`src/rtl/cpu_pkg.sv`:
```
// Shared CPU definitions: instruction geometry, opcode constants and the
// program-loader state encoding.
package cpu_pkg;

    localparam int INST_W = 16;
    localparam int DEPTH  = 16;
    localparam int ADDR_W = 4;

    localparam logic [3:0] OP_NOP = 4'd0;
    localparam logic [3:0] OP_LDI = 4'd1;
    localparam logic [3:0] OP_MOV = 4'd2;
    localparam logic [3:0] OP_ADD = 4'd3;
    localparam logic [3:0] OP_SUB = 4'd4;
    localparam logic [3:0] OP_INC = 4'd5;
    localparam logic [3:0] OP_DEC = 4'd6;
    localparam logic [3:0] OP_SHL = 4'd7;
    localparam logic [3:0] OP_SHR = 4'd8;
    localparam logic [3:0] OP_LD  = 4'd9;
    localparam logic [3:0] OP_ST  = 4'd10;
    localparam logic [3:0] OP_JMP = 4'd11;
    localparam logic [3:0] OP_JZ  = 4'd12;
    localparam logic [3:0] OP_AND = 4'd13;
    localparam logic [3:0] OP_OR  = 4'd14;
    localparam logic [3:0] OP_XOR = 4'd15;

    typedef enum logic [2:0] {
        ST_IDLE,
        ST_HI,
        ST_LO,
        ST_CSUM,
        ST_RUN,
        ST_ERR
    } ld_state_t;

    // A header is usable only if it names between 1 and DEPTH instructions.
    function automatic logic hdr_valid(input logic [7:0] n);
        return (n != 8'd0) && (n <= 8'(DEPTH));
    endfunction

endpackage

```
`src/rtl/inst_ram.sv`:
```
// Instruction store: one synchronous write port, one registered read port.
// No reset; contents are undefined until the loader writes them.
module inst_ram #(
    parameter int DEPTH  = 16,
    parameter int INST_W = 16,
    parameter int ADDR_W = 4
) (
    input  logic              clk,
    input  logic              we,
    input  logic [ADDR_W-1:0] waddr,
    input  logic [INST_W-1:0] wdata,
    input  logic [ADDR_W-1:0] raddr,
    output logic [INST_W-1:0] rdata
);

    logic [INST_W-1:0] mem [DEPTH];

    always_ff @(posedge clk) begin
        if (we) begin
            mem[waddr] <= wdata;
        end
        rdata <= mem[raddr];
    end

endmodule

```
`src/rtl/prog_loader.sv`:
```
// Byte-stream program loader: assembles 16-bit words into inst_ram, verifies
// an XOR checksum, then releases the CPU and serves its fetch port.
//
//   state   | meaning
//   --------+-------------------------------------------------------
//   IDLE    | waiting for header byte N (instruction count)
//   HI      | waiting for instruction high byte
//   LO      | waiting for low byte; writes the word to RAM
//   CSUM    | waiting for checksum byte
//   RUN     | program accepted, CPU running (exit only by reset)
//   ERR     | bad header or checksum, CPU held (exit only by reset)
module prog_loader
    import cpu_pkg::*;
(
    input  logic              clk,
    input  logic              rst_n,
    input  logic              in_valid,
    input  logic [7:0]        in_data,
    output logic              in_ready,
    input  logic [7:0]        fetch_addr,
    output logic [INST_W-1:0] fetch_inst,
    output logic              cpu_run,
    output logic              load_done,
    output logic              err
);

    ld_state_t   state_q, state_d;
    logic [4:0]  n_q, n_d;
    logic [4:0]  wc_q, wc_d;
    logic [7:0]  hi_q, hi_d;
    logic [7:0]  csum_q, csum_d;
    logic        done_q, done_d;
    logic        gate_q, gate_d;
    logic        xfer;
    logic        ram_we;
    logic [INST_W-1:0] ram_rdata;

    assign in_ready = (state_q == ST_IDLE) || (state_q == ST_HI) ||
                      (state_q == ST_LO)   || (state_q == ST_CSUM);
    assign xfer     = in_valid && in_ready;

    always_comb begin
        state_d = state_q;
        n_d     = n_q;
        wc_d    = wc_q;
        hi_d    = hi_q;
        csum_d  = csum_q;
        done_d  = 1'b0;
        ram_we  = 1'b0;
        unique case (state_q)
            ST_IDLE: begin
                if (xfer) begin
                    if (hdr_valid(in_data)) begin
                        n_d     = in_data[4:0];
                        wc_d    = 5'd0;
                        csum_d  = in_data;
                        state_d = ST_HI;
                    end else begin
                        state_d = ST_ERR;
                    end
                end
            end
            ST_HI: begin
                if (xfer) begin
                    hi_d    = in_data;
                    csum_d  = csum_q ^ in_data;
                    state_d = ST_LO;
                end
            end
            ST_LO: begin
                if (xfer) begin
                    ram_we  = 1'b1;
                    csum_d  = csum_q ^ in_data;
                    wc_d    = wc_q + 5'd1;
                    state_d = (wc_q + 5'd1 == n_q) ? ST_CSUM : ST_HI;
                end
            end
            ST_CSUM: begin
                if (xfer) begin
                    if (in_data == csum_q) begin
                        state_d = ST_RUN;
                        done_d  = 1'b1;
                    end else begin
                        state_d = ST_ERR;
                    end
                end
            end
            ST_RUN:  state_d = ST_RUN;
            ST_ERR:  state_d = ST_ERR;
            default: state_d = ST_ERR;
        endcase
    end

    // Gate is registered alongside the RAM read so both land on the same edge.
    assign gate_d = (state_q == ST_RUN) && (fetch_addr < {3'b000, n_q});

    always_ff @(posedge clk) begin
        if (!rst_n) begin
            state_q <= ST_IDLE;
            n_q     <= 5'd0;
            wc_q    <= 5'd0;
            hi_q    <= 8'd0;
            csum_q  <= 8'd0;
            done_q  <= 1'b0;
            gate_q  <= 1'b0;
        end else begin
            state_q <= state_d;
            n_q     <= n_d;
            wc_q    <= wc_d;
            hi_q    <= hi_d;
            csum_q  <= csum_d;
            done_q  <= done_d;
            gate_q  <= gate_d;
        end
    end

    inst_ram #(
        .DEPTH  (DEPTH),
        .INST_W (INST_W),
        .ADDR_W (ADDR_W)
    ) u_inst_ram (
        .clk   (clk),
        .we    (ram_we),
        .waddr (wc_q[ADDR_W-1:0]),
        .wdata ({hi_q, in_data}),
        .raddr (fetch_addr[ADDR_W-1:0]),
        .rdata (ram_rdata)
    );

    assign fetch_inst = gate_q ? ram_rdata : '0;
    assign cpu_run    = (state_q == ST_RUN);
    assign load_done  = done_q;
    assign err        = (state_q == ST_ERR);

endmodule

```
`config.mk`:
```
export PLATFORM = sky130hd
export DESIGN_NAME = prog_loader
export DESIGN_NICKNAME = d
export VERILOG_FILES = /design/src/rtl/cpu_pkg.sv /design/src/rtl/inst_ram.sv /design/src/rtl/prog_loader.sv
export SDC_FILE = /design/constraint.sdc
export NUM_CORES = 1
export LEC_CHECK = 0
export ABC_AREA = 1
export CORE_MARGIN = 1.5
export CORE_UTILIZATION = 60
export CTS_BUF_LIST = sky130_fd_sc_hd__clkbuf_16
export DETAILED_ROUTE_END_ITERATION = 10
export PLACE_DENSITY = 0.78
export SETUP_SLACK_MARGIN = 0.15
export SYNTH_ARGS = -nofsm -noshare
export SYNTH_HDL_FRONTEND = slang
export SYNTH_SLANG_ARGS = --single-unit
```
`constraint.sdc`:
```
create_clock -name clk -period 2.8 [get_ports clk]
set_input_delay 0.56 -clock clk [delete_from_list [all_inputs] [get_ports clk]]
set_output_delay 0.56 -clock clk [all_outputs]
set_load 0.01 [all_outputs]
```
==> out/metrics.cfg <==
[status]
outcome=complete, no violations

[place]
dp_hpwl_um=17700
gp_congestion=0.840
dp_slack_ns=0.421
port_buffers=38

[drt]
viasPerCell=5.90
drcViolationCount=0
ant_nets=0
wire_per_inst_um=21.2
totalWireLength_um=28800
via_count=8020
first_pass_iters=7
drtIter0Drc=821

[clock_network]
ctsResizeCount=0
cts-root-buf=clkbuf_16
ctsHtreeMaxLevel=1
postCtsHoldBufs=0
clk_latency_ns=0.55
cts_made_buffers=30
clk_pin_slew_ns=0.06
post_cts_buffers=0
cts_tree=done
clock-sinks=303
cts_max_path_buffers=3

[sta]
slew_headroom=0.467
whs_ns=0.473
setup_ws_ns=0.292
setup_tns_ns=0
fin_worst_skew_ns=0.0150
finalCritPeriodShare=0.896
hold_viol_final=0
max_freq_ghz=0.399
rsz0062_at_grt=no
period_minus_slack_ns=2.51
tightestPinTransition_ns=0.798
drv_slew=0
setup_viol=0

[cells_and_area]
drive_gt1_frac=0.129
nets=1092
finalCoreUtilization=0.710
final_common_cell=edfxtp_1
diodes=0
final_cell_mix=edfxtp_1 (256), inv_1 (117), o21ai_0 (95)
fillers=1405
syn_to_final_growth_pct=15.7

[yosys]
ys_seq_area_frac=0.693
yosys_warnings=0
synthDistinctLibCells=30
synth_top_family_by_area=compound AO/OA/AOI/OAI gates
syn-cell-area_mm2=0.0125
synthCells=989
ys_ff_latch=303
synth_xor_area_frac=0.00633
post_synth_and_or_nand_nor_area_fraction=0.0619
synthAdderAreaFrac=0.00804
synth_compound_area_frac=0.123
synth_area_per_cell_um2=12.6
synthMuxAreaShare=0.0514
syn_nets=1016

[setup_path]
required_ns=2.24
cp_slowest_cell=clkdlybuf4s50_1
cp_top_family=buffers and inverters
cpPeakStageDelay_ns=0.57
crit_fanout=16
critical_path_class=reg2out
worst-path-buf-inv=3
worstPathArrival_ns=1.95
worstPathCellList=buf_4 -> nand2_1 -> inv_1 -> clkdlybuf4s50_1
worst_setup_path_end_kind=output pin
cp-start-kind=flop

[floorplanning]
rows=52
ios=39
die_area_mm2=0.0216
start_util=0.614
die_x_um=147
core_area_mm2=0.0203
dieHeight_um=147

[pwr]
power.density_mw_per_mm2=691
vdd_ir_drop_max_uv=578
total_power_mw=9.95
p_leak_nw=5.37

[global_route]
grt.total_usage=0.274
grt_start_max_net_pins=71
grt_pass1_vias=8060
grt-ovfl-total=0
antenna_found_initial=0
grt_pass1_wl_um=44700

[worst_hold_path]
hp-class=reg2reg

[job]
drv_cap=0

## state kept, by name (all words and copies together) (netlist names)
name and cells:
csum_q 8, gate_q 1, hi_q 8, load_done 1
n_q 5, state_q 3, u_inst_ram.mem 256, u_inst_ram.rdata 16
wc_q 5
## stage by stage
step / instances / instance area [um2]
3_3_place_gp: 1303 / 13400
5_1_grt: 1359 / 14400
3_5_place_dp: 1303 / 13400
2_1_floorplan: 989 / 12500
6_report: 1359 / 14400
4_1_cts: 1359 / 14400
## power by group
part / internal [mW] / total [mW] / switching [mW]
clock network: 2.35 / 3.95 / 1.60
registers: 5.04 / 5.18 / 0.133
logic: 0.288 / 0.819 / 0.531
total: 7.68 / 9.95 / 2.26
## cell usage after synthesis
master	number	share of area
nand4_1	4	0.0020
clkbuf_1	27	0.0081
a21oi_4	1	0.0013
nor2_1	31	0.0093
dfxtp_1	47	0.076
o21ai_2	8	0.0056
nand2_1	91	0.027
xnor2_1	9	0.0063
buf_1	4	0.0012
clkinv_1	1	0.00030
o211ai_1	65	0.039
ha_1	8	0.0080
edfxtp_1	256	0.62
buf_4	9	0.0054
nor2_4	3	0.0027
nand3_1	35	0.014
mux2i_1	64	0.051
a21oi_1	91	0.037
inv_1	104	0.031
o21ai_1	2	0.00080
buf_8	2	0.0024
buf_2	6	0.0024
nor2_2	3	0.0015
nand2_2	4	0.0020
inv_2	6	0.0018
nor3_1	7	0.0028
o21a_1	1	0.00060
buf_6	4	0.0036
o21bai_1	1	0.00060
o21ai_0	95	0.038
## logic make-up after synthesis
family,count (synthesis)
buffers and inverters,163
and+or+nand+nor,178
AOI/OAI and AO/OA,264
muxes,64
xor gates and xnor gates,9
DFF,303
adders and majority gates,8
## tightest hold or removal path, stage by stage (launching register included)
cell	delay (ns)
dfxtp_1	0.32
nand2_1	0.06
a21oi_1	0.05
## area by class of cell
cell class / count / area (um2) / area share
flip-flops and latches: 303 / 8630 / 0.599
inverters: 111 / 417 / 0.0289
clock inverters: 25 / 208 / 0.0144
clock buffers: 31 / 776 / 0.0539
well taps: 270 / 338 / 0.0235
repair buffers: 96 / 870 / 0.0604
multi-input cells: 523 / 3170 / 0.220
## path summary, 6_finish.rpt
check | startpoint | end | slack, ns | cells after the start
max reg2reg | state_q[2]$_SDFFE_PN0P_ | u_inst_ram.mem[6][11]$_DFFE_PP_ | 0.79 | 8
max | gate_q$_SDFF_PN0_ | fetch_inst[0] | 0.29 | 4
min | csum_q[4]$_SDFFE_PN0P_ | csum_q[4]$_SDFFE_PN0P_ | 0.47 | 2
min reg2reg | csum_q[4]$_SDFFE_PN0P_ | csum_q[4]$_SDFFE_PN0P_ | 0.47 | 2
## metal layers
metal | global-route usage | part of all wire | vias up
met5 | 0 | 0 | -
met2 | 0.446 | 0.48 | 362
met3 | 0.0422 | 0.085 | 72
li1 | - | - | 3719
met4 | 0.105 | 0.036 | 0
met1 | 0.376 | 0.40 | 3867
Note: power is estimated with default switching activity, not from simulation.
